## src/rtl/uart_frame_tx.sv

```systemverilog
`default_nettype none
// ============================================================================
//  Module      : uart_frame_tx
//  Description : Serializes a 10-bit frame {stop, parity, data[7:0]} behind a
//                start bit, LSB first, onto TXD at CLK/CLK_DIV baud. Frame bits
//                are sent verbatim so injected parity/stop errors reach the line.
//                Optional macro UART_TX_TWO_STOP_EN appends a second stop period.
//  Revision    : 1.0 - initial release
// ============================================================================
module uart_frame_tx #(
   parameter int CLK_DIV = 868,
   parameter int FRAME_W = 10
) (
   input  logic               CLK,
   input  logic               RST,
   input  logic [FRAME_W-1:0] FRAME,
   input  logic               START,
   output logic               BUSY,
   output logic               TXD,
   output logic               DONE
);

   localparam int CNT_W = (CLK_DIV > 1) ? $clog2(CLK_DIV) : 1;
   localparam logic [CNT_W-1:0] CNT_LAST = CNT_W'(CLK_DIV - 1);
   localparam logic [CNT_W-1:0] CNT_PRE  = CNT_W'(CLK_DIV - 2);
   localparam logic [3:0]       LAST_BIT = 4'(FRAME_W - 1);

`ifdef UART_TX_TWO_STOP_EN
   typedef enum logic [1:0] {
      S_IDLE  = 2'd0,
      S_START = 2'd1,
      S_DATA  = 2'd2,
      S_STOP2 = 2'd3
   } state_t;
`else
   typedef enum logic [1:0] {
      S_IDLE  = 2'd0,
      S_START = 2'd1,
      S_DATA  = 2'd2
   } state_t;
`endif

   state_t               state,      state_nxt;
   logic [CNT_W-1:0]     baud_cnt,   baud_cnt_nxt;
   logic [3:0]           bit_idx,    bit_idx_nxt;
   logic [FRAME_W-1:0]   shift_reg,  shift_reg_nxt;
   logic                 txd_q,      txd_nxt;
   logic                 busy_q,     busy_nxt;
   logic                 done_q,     done_nxt;
   logic                 bit_end;

   assign bit_end = (baud_cnt == CNT_LAST);
   assign TXD     = txd_q;
   assign BUSY    = busy_q;
   assign DONE    = done_q;

   // State and all outputs are registered so TXD never glitches.
   always_ff @(posedge CLK) begin
      if (RST) begin
         state     <= S_IDLE;
         baud_cnt  <= '0;
         bit_idx   <= '0;
         shift_reg <= '1;
         txd_q     <= 1'b1;
         busy_q    <= 1'b0;
         done_q    <= 1'b0;
      end else begin
         state     <= state_nxt;
         baud_cnt  <= baud_cnt_nxt;
         bit_idx   <= bit_idx_nxt;
         shift_reg <= shift_reg_nxt;
         txd_q     <= txd_nxt;
         busy_q    <= busy_nxt;
         done_q    <= done_nxt;
      end
   end

   // Next-state logic; outputs are computed one cycle ahead of the line.
   always_comb begin
      state_nxt     = state;
      baud_cnt_nxt  = baud_cnt;
      bit_idx_nxt   = bit_idx;
      shift_reg_nxt = shift_reg;
      txd_nxt       = txd_q;
      busy_nxt      = busy_q;
      done_nxt      = 1'b0;

      case (state)
         S_IDLE: begin
            baud_cnt_nxt = '0;
            bit_idx_nxt  = '0;
            txd_nxt      = 1'b1;
            busy_nxt     = 1'b0;
            if (START) begin
               shift_reg_nxt = FRAME;
               state_nxt     = S_START;
               txd_nxt       = 1'b0;
               busy_nxt      = 1'b1;
            end
         end

         S_START: begin
            if (bit_end) begin
               baud_cnt_nxt = '0;
               state_nxt    = S_DATA;
               txd_nxt      = shift_reg[0];
            end else begin
               baud_cnt_nxt = baud_cnt + CNT_W'(1);
            end
         end

         S_DATA: begin
            if (bit_end) begin
               baud_cnt_nxt  = '0;
               shift_reg_nxt = {1'b1, shift_reg[FRAME_W-1:1]};
               if (bit_idx == LAST_BIT) begin
                  txd_nxt = 1'b1;
`ifdef UART_TX_TWO_STOP_EN
                  state_nxt = S_STOP2;
`else
                  state_nxt = S_IDLE;
                  busy_nxt  = 1'b0;
`endif
               end else begin
                  // Index stops at the last bit; IDLE clears it for the next frame.
                  bit_idx_nxt = bit_idx + 4'd1;
                  txd_nxt     = shift_reg[1];
               end
            end else begin
               baud_cnt_nxt = baud_cnt + CNT_W'(1);
`ifndef UART_TX_TWO_STOP_EN
               // Registered pulse lands in the final clock of the last bit.
               if ((bit_idx == LAST_BIT) && (baud_cnt == CNT_PRE))
                  done_nxt = 1'b1;
`endif
            end
         end

`ifdef UART_TX_TWO_STOP_EN
         S_STOP2: begin
            if (bit_end) begin
               baud_cnt_nxt = '0;
               state_nxt    = S_IDLE;
               busy_nxt     = 1'b0;
               txd_nxt      = 1'b1;
            end else begin
               baud_cnt_nxt = baud_cnt + CNT_W'(1);
               if (baud_cnt == CNT_PRE)
                  done_nxt = 1'b1;
            end
         end
`endif

         default: begin
            state_nxt = S_IDLE;
            txd_nxt   = 1'b1;
            busy_nxt  = 1'b0;
         end
      endcase
   end

endmodule
`default_nettype wire

```

## config.mk

```make
export PLATFORM = sky130hd
export DESIGN_NAME = uart_frame_tx
export DESIGN_NICKNAME = d
export VERILOG_FILES = /design/src/rtl/uart_frame_tx.sv
export SDC_FILE = /design/constraint.sdc
export NUM_CORES = 1
export LEC_CHECK = 0
export ABC_AREA = 1
export CAP_MARGIN = 0
export CORE_UTILIZATION = 58
export CTS_BUF_LIST = sky130_fd_sc_hd__clkbuf_8
export DETAILED_ROUTE_END_ITERATION = 8
export DONT_BUFFER_PORTS = 1
export PLACE_DENSITY = 0.71
export SLEW_MARGIN = 15
export SYNTH_ARGS = -nofsm -noshare
export SYNTH_HDL_FRONTEND = slang
export SYNTH_SLANG_ARGS = --single-unit
export TNS_END_PERCENT = 20
```

## constraint.sdc

```tcl
create_clock -name CLK -period 1.5 [get_ports CLK]
set_input_delay 0.075 -clock CLK [delete_from_list [all_inputs] [get_ports CLK]]
set_output_delay 0.075 -clock CLK [all_outputs]
set_load 0.02 [all_outputs]
```

After elaboration in Yosys (flattened, before gate mapping) --
Index checks and enable logic that the tools add are counted.
Word-level totals: input port bits 13, logic and storage cells 55, output and inout port bits 3, bits in registers 29
Operators by class: add/sub/neg operators 2, bitwise gates (word level) 2, equality and inequality tests 10, multiplexer cells 23, reduce and logical (&&, ||, !) cells 11
Operator list (number):
- $pmux 10 s2 | 2
- $mux 10 | 3
- $eq 10x10->1 const B | 2
- $add 10x1->10 const B | 1
- $ne 2x2->1 const B | 5
- $reduce_and 3->1 | 3
- $mux 1 | 8
- $mux 2 | 4
- $mux 4 | 2
- $pmux 4 s2 | 1
- $pmux 1 s3 | 2
- $pmux 2 s3 | 1
- $add 4x1->4 const B | 1
- $eq 4x4->1 const B | 1
- $reduce_and 4->1 | 1
- $reduce_bool 2->1 | 2
- $reduce_or 3->1 | 1
- $eq 2x1->1 const B | 1
- $eq 2x2->1 const B | 1
- $logic_not 2->1 | 1
- $not 1->1 | 2
- $reduce_and 2->1 | 1
- $reduce_or 2->1 | 1
- $logic_and 1x1->1 | 1

Depth between registers and ports, before layout --
Gate-level depths: netlist of the first run.
word-level depth 4, depth in mapped cells 9, depth with buffers taken out 9

Worst setup path after synthesis of the first run --
No wires, ideal clock.
path type register to register, start point register state[0], end point register shift_reg[0], slack 0.166 ns, required time 1.436 ns, stages on the path, launching flop included 8, setup time 0.064 ns, path buffers 1, data arrival time 1.270 ns, clock period less this slack 1.334 ns, path through dfxtp_1 > inv_1 > ha_1 > inv_2 > o21ai_1 > buf_2 > nand3_1 > nand3_1
On the way: word-level cells in the longest chain between the ends 3, elaborated cells between the ends (all ways) 7, those cells by class eq/ne (3); mux (1); reduce/logical (3)
Ends and longest elaborated chain:
- start, declared | RTL line 43 | state_t state, state_nxt;
- start signal, assigned | RTL line 68 | state <= state_nxt;
- $eq 2x2->1 / $logic_not 2->1 (equally long branches) | RTL line 88 | case (state)
- $ne 2x2->1 (no line) / $reduce_bool 2->1 (equally long branches)
- $reduce_and 3->1 (no line)
- end signal, assigned | RTL line 71 | shift_reg <= shift_reg_nxt;
- end, declared | RTL line 46 | logic [FRAME_W-1:0] shift_reg, shift_reg_nxt;
Several ways; a longest one is shown, not always the timed one. A chain may end at the register's enable or synchronous reset.

Worst setup path after layout of the first run --
start point register state[0], end point register baud_cnt[7]
On the way: word-level cells in the longest chain between the ends 3, elaborated cells between the ends (all ways) 6, those cells by class eq/ne (2); mux (1); reduce/logical (3)
Ends and longest elaborated chain:
- $eq 2x2->1 / $eq 2x1->1 (equally long branches) | RTL line 88
- $reduce_or 2->1 (no line)
- $pmux 10 s2 / $reduce_bool 2->1 (equally long branches)
- end signal, assigned | RTL line 69 | baud_cnt <= baud_cnt_nxt;
- end, declared | RTL line 44 | logic [CNT_W-1:0] baud_cnt, baud_cnt_nxt;
Several ways; a longest one is shown, not always the timed one.

==> results.toml, run 1 <==
[run_status]
status = "complete, no violations"

[sta]
setup_viol = 0
tightest_slew_ps = 256
post-route-period-util = 0.922
finalClockSkew_ps = 8.41
rsz0062_at_grt = "true"
hold_violations = 0
relSlewSlack = 0.828
hold_ws_ps = 42.4
fmax_ghz = 0.723
drv_slew = 0
setup-tns-final_ps = 0
post-route-min-period_ps = 1380

[finish]
final_cell_mix = "65 x nand2_1, 40 x nand3_1, 29 x dfxtp_1"
drive_above_1_share = 0.159
final_util = 0.725
areaGrowthSynthToFinish_pct = 15.4
mostFrequentLayoutCell = "nand2_1"
diodes = 0
nets = 272
stdcell_count = 282

[worst_hold_path]
hold_path.class = "in2reg"

[drt]
drtIter0Drc = 33
drc = 0
wl_per_cell_um = 12.4
drt_wl_total_um = 3500
num_vias = 1528
vias_per_cell = 5.42
ant_nets = 0
first_pass_iters = 5

[yosys]
netlist_area_sq_mm = 0.00160
yosysUniqueCellTypes = 24
ys_seq_area_frac = 0.363
syn_avg_cell_area_sq_um = 6.83
yosys.area.top_type = "dfxtp_1"
ys_warn_count = 0
synthesis.instances = 234
ys_top_cells_by_area = "dfxtp_1 36%, nand2_1 15%, nand3_1 13%, ha_1 6.3%, nor2_1 5.6%"
ys_ff_latch = 29
yosysTopAreaCellShare = 0.363
synth_nets = 255

[cts]
cts_tree = "yes"
clkSlewWorstSetupHoldPaths_ps = 70
clk-insertion-delay-late_ps = 290
htree_levels = 2
cts_buffer_depth = 2
clockRootBuffer = "clkbuf_8"
cts_made_buffers = 5
clock-sinks = 29
postCtsSetupRepairBufs = 0

[setup_path]
crit_arrival_ps = 1560
cpMostUsedCell = "nand2_1"
critPathBufInv = 2
cp_cell_sequence = "buf_4 -> ha_1 -> inv_2 -> nand2_1 -> nor2_2 -> nand3_1 -> nand2_1 -> nor2_1"
crit_family = "simple AND/OR/NAND/NOR gates"
r2r_slack_ps = 120
critPathKind = "reg2reg"
endpoint_kind = "flip-flop"
critPathSlowestCell = "dfxtp_1"
cp_max_fo = 5
worstSetupStartpointType = "flip-flop"
cpPeakStageDelay_ps = 320
cp.required_ps = 1670

[global_routing]
grt_max_degree = 15
grt_busiest_layer = "met2"
gr-usage-met2 = 0.421
grt_util_met1 = 0.347
use_met3 = 0.0667
overflow = 0
antenna_found_initial = 0
grt_pass1_wl_um = 5580
grt_usage = 0.269
grt_pass1_vias = 1354

[power]
ir_drop_mv = 1.37
power_switching_share = 0.421
p_leak_nw = 0.844
cellInternalPower_mw = 1.87
power.density_mw_per_mm2 = 1750
power.switching_mw = 1.36
p_comb_frac = 0.475
pwr-share-seq = 0.338
pwr-share-clk = 0.187

[die]
die_height_um = 54.5
dieArea_sq_mm = 0.00297
core_area_sq_mm = 0.00254
start_util = 0.628
die_w_um = 54.5
num_io_pins = 16
rows = 18

[placed_design]
dp.cells = 273
io_buffers = 0
gp_congestion = 0.947
dp.final_hpwl_um = 2600

[run]
cap_viol_max_count = 0
==> cell families (layout without fill, tap and decap cells) <==
| group | count (synthesis) | count (layout) | synth area share |
|---|---|---|---|
| flops | 29 | 29 | 0.363 |
| xor+xnor | 4 | 4 | 0.0219 |
| buf+inv | 27 | 45 | 0.0728 |
| fa+ha+maj | 8 | 8 | 0.0626 |
| simple gates | 150 | 150 | 0.428 |
| compound gates | 16 | 16 | 0.0517 |
==> cell type report <==
| class | instances | area, sq um |
|---|---|---|
| Timing Repair Buffer | 15 | 128 |
| Multi-Input combinational cell | 178 | 936 |
| Sequential cell | 29 | 581 |
| Fill cell | 207 | 701 |
| Tap cell | 30 | 37.5 |
| Inverter | 22 | 82.6 |
| Clock inverter | 3 | 11.3 |
| Clock buffer | 5 | 68.8 |
==> synth_stat cells <==
master     n
nand3_1   40
o31ai_1    1
nor3_1     2
or2_2      2
o21ai_1    1
nor2_1    24
ha_1       8
nor2_2     3
nand2_1   65
dfxtp_1   29
o21ai_0    4
clkbuf_1   1
xnor2_1    1
nand2_2    3
nand4_1    8
inv_1     17
xor2_1     3
buf_2      3
buf_8      1
nor3_4     1
nand2_4    2
a21oi_1   10
inv_2      4
clkinv_1   1
==> power by group through the flow <==
stage / Clock, mW / Sequential, mW / Combinational, mW
after floorplan: 0 / 1.09 / 1.08
after global placement: 0 / 1.10 / 1.41
after detailed placement: 0 / 1.10 / 1.46
after CTS: 0.608 / 1.09 / 1.46
after global routing: 0.637 / 1.11 / 1.72
final: 0.603 / 1.09 / 1.53
==> worst min-delay path, stage by stage <==
cell	delay, ps
nand2_1	30
nand2_1	50
nand3_1	70
nand3_1	70
==> per-stage QoR <==
stage / power [mW] / area, sq um / setup slack [ps]
2_1_floorplan: 2.17 / 1600 / 166
3_3_place_gp: 2.51 / 1720 / 79.3
3_5_place_dp: 2.56 / 1720 / 60.8
4_1_cts: 3.16 / 1810 / 38.5
5_1_grt: 3.46 / 1840 / -7.91
6_report: 3.22 / 1840 / 116
==> routing by layer <==
metal  part of all wire  vias up
met1               0.46      677
met3              0.080        5
met2               0.44       51
met4              0.010        0
met5                  0        -
li1                   -      795
==> final timing paths <==
path                                                start                        end  depth (start not counted)
worst min register to register  shift_reg[9]$_SDFFE_PP1P_  shift_reg[9]$_SDFFE_PP1P_                          2
worst max register to register      state[0]$_SDFFE_PP0P_   baud_cnt[7]$_SDFFE_PP0N_                          8
worst min-delay path                             FRAME[8]  shift_reg[8]$_SDFFE_PP1P_                          4
worst max-delay path                state[0]$_SDFFE_PP0P_   baud_cnt[7]$_SDFFE_PP0N_                          8
==> repair_timing <==
action,4_1_cts,5_1_grt
resized for setup,0,9
hold buffers,1,0
endpoints found under the hold margin,5,0
endpoints found under the setup margin,0,18
(Power assumes the default switching activity.)
==> inputs of run 2 (changes only) <==
--- a/config.mk
+++ b/config.mk
@@ -7,11 +7,11 @@
 export LEC_CHECK = 0
 export ABC_AREA = 1
 export CAP_MARGIN = 0
-export CORE_UTILIZATION = 58
+export CORE_UTILIZATION = 65
 export CTS_BUF_LIST = sky130_fd_sc_hd__clkbuf_8
 export DETAILED_ROUTE_END_ITERATION = 8
 export DONT_BUFFER_PORTS = 1
-export PLACE_DENSITY = 0.71
+export PLACE_DENSITY = 0.78
 export SLEW_MARGIN = 15
 export SYNTH_ARGS = -nofsm -noshare
 export SYNTH_HDL_FRONTEND = slang
==> results.toml, run 2 (synthesized netlist as in run 1, its figures left out) <==
[power]
p_comb_frac = 0.447
power_mw = 3.51
cellInternalPower_mw = 2.10
ir_drop_mv = 1.62
power_switching_share = 0.402
pwr-share-seq = 0.313
power.density_mw_per_mm2 = 1870
power.switching_mw = 1.41
p_leak_nw = 0.846
pwr-share-clk = 0.240

[drt]
first_pass_iters = 4
wl_per_cell_um = 13.9
vias_per_cell = 5.54
drt_wl_total_um = 3870
ant_nets = 0
drtIter0Drc = 48
drc = 0
num_vias = 1539

[finish]
multi_input_area_sq_um = 940
nFillCells = 153
mostFrequentLayoutCell = "nand2_1"
areaGrowthSynthToFinish_pct = 17.3
diodes = 0
regArea_sq_um = 584
nets = 270
final_cell_mix = "65 x nand2_1, 39 x nand3_1, 26 x dfxtp_1"
stdcell_count = 278
drive_above_1_share = 0.176
final_util = 0.831

[cts]
cts_tree = "yes"
clockRootBuffer = "clkbuf_8"
postCtsSetupRepairBufs = 0
clk-insertion-delay-late_ps = 290
clock-sinks = 29
cts_made_buffers = 5
clkSlewWorstSetupHoldPaths_ps = 70
htree_levels = 2
cts_buffer_depth = 2

[setup_path]
critPathBufInv = 1
crit_arrival_ps = 1610
endpoint_kind = "flip-flop"
r2r_slack_ps = 60
r2r_start = "bit_idx[1]$_SDFFE_PP0P_"
critPathKind = "reg2reg"
cpPeakStageDelay_ps = 370
ff2ff_path_depth = 8
cp_cell_sequence = "inv_1 -> ha_1 -> nand2_1 -> nor2_1 -> nor2_2 -> nand3_2 -> nand3_1 -> a21oi_2"
r2r-end = "bit_idx[3]$_SDFFE_PP0P_"
cp.required_ps = 1680
cp_max_fo = 5
crit_family = "simple AND/OR/NAND/NOR gates"
critPathSlowestCell = "dfxtp_2"
worstSetupStartpointType = "flip-flop"

[global_routing]
grt_usage = 0.329
overflow = 0
grt_max_degree = 15
antenna_found_initial = 0
grt_pass1_wl_um = 6310
grt_pass1_vias = 1435

[sta]
drv_slew = 0
hold_ws_ps = 39.8
setup-tns-final_ps = 0
rsz0062_at_grt = "true"
post-route-period-util = 0.958
finalClockSkew_ps = 5.89
post-route-min-period_ps = 1440
fmax_ghz = 0.696
setup_viol = 0
hold_violations = 0
relSlewSlack = 0.820
tightest_slew_ps = 269

[worst_hold_path]
hold_start = "FRAME[5]"
hold_depth = 4
whs_endpoint = "shift_reg[5]$_SDFFE_PP1P_"
hold_path.class = "in2reg"

[die]
num_io_pins = 16
dieArea_sq_mm = 0.00266
rows = 17
die_height_um = 51.6
core_area_sq_mm = 0.00225
die_w_um = 51.6
start_util = 0.709

[placed_design]
dp.final_hpwl_um = 2720
io_buffers = 0
dp.cells = 269
gp_congestion = 0.955

[run]
cap_viol_max_count = 0

[run_status]
status = "complete, no violations"
[run 2: cell types whose count changed in the layout (fill, tap and decap cells not counted), moves of 2 or more]
cell / change
buf_4: -3
inv_1: -2
dfxtp_1: -3
dfxtp_2: +3
[run 2: how the worst max path moves through the flow]
| stage | startpoint | end | slack (ps) | depth (start not counted) |
|---|---|---|---|---|
| floorplan | state[0]$_SDFFE_PP0P_ | shift_reg[0]$_SDFFE_PP1P_ | 170 | 7 |
| global placement | state[1]$_SDFFE_PP0P_ | bit_idx[2]$_SDFFE_PP0P_ | 100 | 6 |
| detailed placement | bit_idx[1]$_SDFFE_PP0P_ | state[0]$_SDFFE_PP0P_ | 70 | 9 |
| CTS | state[1]$_SDFFE_PP0P_ | bit_idx[1]$_SDFFE_PP0P_ | 50 | 6 |
| global route | bit_idx[1]$_SDFFE_PP0P_ | bit_idx[3]$_SDFFE_PP0P_ | -50 | 8 |
| finish | bit_idx[1]$_SDFFE_PP0P_ | bit_idx[3]$_SDFFE_PP0P_ | 60 | 8 |
[run 2: layer usage]
layer  GRT usage  share of wire  vias up  routed length, um
met5           0              0        -                  0
met4       0.122          0.017        0                 66
met3      0.0848          0.055        8                214
met2       0.587           0.50       45               1920
met1       0.373           0.43      691               1670
li1            -              -      795                  -
[run 2: cell type report]
cell class	count	share of cell area
Clock buffer	6	0.0441
Clock inverter	2	0.0180
Inverter	22	0.0441
Multi-Input combinational cell	178	0.501
Sequential cell	29	0.312
Tap cell	28	0.0187
Timing Repair Buffer	13	0.0621
[run 2: power by group through the flow]
stage / Sequential [mW] / Clock [mW] / Combinational [mW]
after detailed placement: 1.11 / 0 / 1.46
after CTS: 1.09 / 0.842 / 1.48
after global placement: 1.09 / 0 / 1.41
after floorplan: 1.09 / 0 / 1.08
after global routing: 1.12 / 0.884 / 1.76
final: 1.10 / 0.843 / 1.57
[run 2: repair_timing]
item                                   in CTS  in global routing
setup endpoints to repair                   0                 19
hold buffers                                1                  0
resized for setup                           0                 14
endpoints found under the hold margin       5                  0
[run 2: per-stage QoR]
stage	cell area, sq um	worst slack [ps]
floorplan	1600	166
global route	1870	-51.0
global placement	1700	104
finish	1870	63.1
CTS	1830	49.7
detailed placement	1700	74.2
[run 2: worst min-delay path, delay by kind of cell]
kind | cells | cell delay, ps
AND/OR/NAND/NOR | 4 | 230
==> inputs of run 3 (changes only) <==
--- a/config.mk
+++ b/config.mk
@@ -5,7 +5,6 @@
 export SDC_FILE = /design/constraint.sdc
 export NUM_CORES = 1
 export LEC_CHECK = 0
-export ABC_AREA = 1
 export CAP_MARGIN = 0
 export CORE_UTILIZATION = 65
 export CTS_BUF_LIST = sky130_fd_sc_hd__clkbuf_8
==> results.toml, run 3 <==
[placed_design]
dp.final_hpwl_um = 2720
dpl_cell_area_sq_mm = 0.00186
gp_congestion = 0.825
dp.cells = 235
io_buffers = 0

[yosys]
ys_ff_latch = 29
netlist_area_sq_mm = 0.00159
synth_nets = 203
syn_avg_cell_area_sq_um = 8.71
synth_most_common_cell = "dfxtp_1"
ys_seq_area_frac = 0.366
yosysTopAreaCellShare = 0.366
yosys.area.top_type = "dfxtp_1"
synthesis.instances = 182
synth-async-reset-ratio = 0
yosysUniqueCellTypes = 38
synth_edf_count = 0
ys_warn_count = 0
synthFlopType = "dfxtp_1"
synth_common_cells = "29 x dfxtp_1, 25 x nor2_1, 14 x mux2i_1, 11 x a211oi_1, 11 x nor2b_1"
ys_top_cells_by_area = "dfxtp_1 37%, mux2i_1 8.8%, ha_1 6.3%, nor2_1 5.9%, a211oi_1 5.2%"

[cts]
cts_resized = 13
cts_hold_buf = 15
clockRootBuffer = "clkbuf_8"
cts_buffer_depth = 2
cts_made_buffers = 5
htree_levels = 2
clock-sinks = 29
postCtsSetupRepairBufs = 1

[run_status]
status = "did not finish"
haltStage = "clock tree synthesis (4_1_cts)"
error_line = "[ERROR DPL-0033] detailed placement checks failed during check placement."

[die]
start_util = 0.703
num_io_pins = 16
die_w_um = 51.4
die_height_um = 51.4
rows = 17
## run 3: changes by cell type after synthesis, sizes merged, moves of 5 or more
cell    before  now
nand2       70    8
nand3       40    3
inv         21    6
mux2i        0   14
a211oi       0   11
nor2b        0   11
nand2b       0    7
clkbuf       1    7
a21oi       10    5
nand4        8    3
## run 3: kinds of logic after synthesis
group,Yosys count,synth area share
xor gates and xnor gates,7,0.0387
AOI/OAI and AO/OA,30,0.133
muxes,15,0.0955
DFF,29,0.366
adders and majority gates,8,0.0631
and+or+nand+nor,77,0.264
buffers and inverters,16,0.0395
## run 3: through the flow
stage,worst slack [ps],setup TNS (ps)
2_1_floorplan,-392,-3390
3_3_place_gp,-311,-5800
3_5_place_dp,-345,-6960
==> inputs of run 4 (changes only) <==
--- a/config.mk
+++ b/config.mk
@@ -6,11 +6,10 @@
 export NUM_CORES = 1
 export LEC_CHECK = 0
 export CAP_MARGIN = 0
-export CORE_UTILIZATION = 65
-export CTS_BUF_LIST = sky130_fd_sc_hd__clkbuf_8
+export CORE_UTILIZATION = 40
 export DETAILED_ROUTE_END_ITERATION = 8
 export DONT_BUFFER_PORTS = 1
-export PLACE_DENSITY = 0.78
+export PLACE_DENSITY_LB_ADDON = 0.15
 export SLEW_MARGIN = 15
 export SYNTH_ARGS = -nofsm -noshare
 export SYNTH_HDL_FRONTEND = slang
==> results.toml, run 4 <==
[sta]
rsz0062_at_grt = "true"
hold_ws_ps = 33.6
post-route-min-period_ps = 1850
layout_setup_ws_ps = -347
drv_slew = 0
tightest_slew_ps = 994
hold_violations = 0
finalClockSkew_ps = 7.99
post-route-period-util = 1.23
relSlewSlack = 0.337
setup_viol = 27
fmax_ghz = 0.541

[finish]
design_area_sq_mm = 0.00211
nets = 238
final_util = 0.564
drive_above_1_share = 0.289
final_cell_mix = "32 x buf_4, 27 x dfxtp_1, 22 x nor2_1"
mostFrequentLayoutCell = "buf_4"
areaGrowthSynthToFinish_pct = 33.1
diodes = 0
stdcell_count = 266

[drt]
drc = 0
vias_per_cell = 5.35
drtIter0Drc = 46
first_pass_iters = 4
drt_wl_total_um = 3540
wl_per_cell_um = 13.3
ant_nets = 0
num_vias = 1423

[global_routing]
grt_pass1_wl_um = 6160
antenna_found_initial = 0
overflow = 0
grt_pass1_vias = 1381
grt_usage = 0.192
grt_max_degree = 32

[die]
core_area_sq_mm = 0.00374
die_w_um = 65.0
dieArea_sq_mm = 0.00422
die_height_um = 65.0
rows = 22
start_util = 0.423
num_io_pins = 16

[yosys]
yosysTopAreaCellShare = 0.366
synthesis.instances = 182
synth_edf_count = 0
yosysUniqueCellTypes = 38
netlist_area_sq_mm = 0.00159
ys_ff_latch = 29
ys_top_cells_by_area = "dfxtp_1 37%, mux2i_1 8.8%, ha_1 6.3%, nor2_1 5.9%, a211oi_1 5.2%"
ys_warn_count = 0
synth-async-reset-ratio = 0
ys_seq_area_frac = 0.366
synth_common_cells = "29 x dfxtp_1, 25 x nor2_1, 14 x mux2i_1, 11 x a211oi_1, 11 x nor2b_1"
synth_nets = 203
syn_avg_cell_area_sq_um = 8.71
yosys.area.top_type = "dfxtp_1"
synthFlopType = "dfxtp_1"
synth_most_common_cell = "dfxtp_1"

[placed_design]
gp_congestion = 0.794
io_buffers = 0
place_ws_ps = -340
dpl_cell_area_sq_mm = 0.00188
dp.final_hpwl_um = 2600
dp.cells = 254

[setup_path]
cp_cell_sequence = "or4b_4 -> or4_4 -> or3_1 -> a21oi_2"
critPathKind = "reg2reg"
worstSetupStartpointType = "flip-flop"
critPathSlowestCell = "or4b_4"
crit_arrival_ps = 2060
endpoint_kind = "flip-flop"
cp_max_fo = 6
cp.required_ps = 1710
cpPeakStageDelay_ps = 550

[run_status]
violations = "setup timing"
status = "complete, but fails checks"

[cts]
htree_levels = 2
clk-insertion-delay-late_ps = 280
clkSlewWorstSetupHoldPaths_ps = 60
cts_made_buffers = 5
cts_buffer_depth = 2
cts_tree = "yes"
clockRootBuffer = "clkbuf_8"
clock-sinks = 29

[power]
ir_drop_mv = 0.819
cellInternalPower_mw = 2.05
power.density_mw_per_mm2 = 1430
p_comb_frac = 0.374
power_switching_share = 0.318
p_leak_nw = 0.843
power.switching_uw = 956
pwr-share-clk = 0.279
pwr-share-seq = 0.347

[run]
cap_viol_max_count = 0

[worst_hold_path]
hold_path.class = "in2reg"
run 4: area by class of cell:
cell class / count / area [sq um]
fillers: 350 / 1630
multi-input cells: 137 / 1020
flip-flops and latches: 29 / 583
repair buffers: 38 / 307
clock buffers: 7 / 86.3
well taps: 48 / 60.1
clock inverters: 1 / 30.0
inverters: 6 / 22.5
run 4: worst max-delay path, delay by kind of cell (launching register included):
family,cells,cell delay (ps)
compound gates,1,110
simple gates,3,1360
flops,1,320
run 4: worst paths after layout:
path,start,to,slack (ps),cells past startpoint
hold reg to reg,shift_reg[3]$_SDFFE_PP1P_,shift_reg[3]$_SDFFE_PP1P_,520,2
hold / removal,RST,baud_cnt[5]$_SDFFE_PP0N_,30,2
setup / recovery,baud_cnt[7]$_SDFFE_PP0N_,bit_idx[3]$_SDFFE_PP0P_,-350,4
setup reg to reg,baud_cnt[7]$_SDFFE_PP0N_,bit_idx[3]$_SDFFE_PP0P_,-350,4
run 4: repair_timing:
item                                    in CTS  in global routing
endpoints found under the hold margin       21                  0
hold buffers                                 3                  0
buffers inserted                             0                  1
gates resized for setup                      4                 16
pin swaps                                    8                  8
endpoints found under the setup margin      27                 29
run 4: metrics by stage:
step / power, mW / setup TNS [ps]
after global placement: 2.03 / -6400
after detailed placement: 2.07 / -6170
after global routing: 3.21 / -6540
after CTS: 2.99 / -5480
after floorplan: 1.72 / -3390
final: 3.01 / -4630
run 4: cells by family (layout without fill, tap and decap cells):
kind of cell / after synthesis / count (layout) / share of synthesized area
and+or+nand+nor: 77 / 77 / 0.264
AOI/OAI and AO/OA: 30 / 30 / 0.133
DFF: 29 / 29 / 0.366
buffers and inverters: 16 / 52 / 0.0395
muxes: 15 / 15 / 0.0955
adders and majority gates: 8 / 8 / 0.0631
xor gates and xnor gates: 7 / 7 / 0.0387
run 4: per-layer routing:
layer	up-vias	GRT usage	wire length [um]
met5	-	0	0
met1	666	0.222	1500
li1	710	-	-
met4	0	0.0750	91
met2	38	0.331	1750
met3	9	0.0546	195
run 4: power groups by stage:
stage                     registers [mW]  logic (mW)  clock network, mW
after global placement              1.05       0.980                  0
after global routing                1.07        1.25              0.895
after floorplan                     1.05       0.669                  0
final                               1.04        1.13              0.841
after CTS                           1.05        1.08              0.868
after detailed placement            1.06        1.01                  0
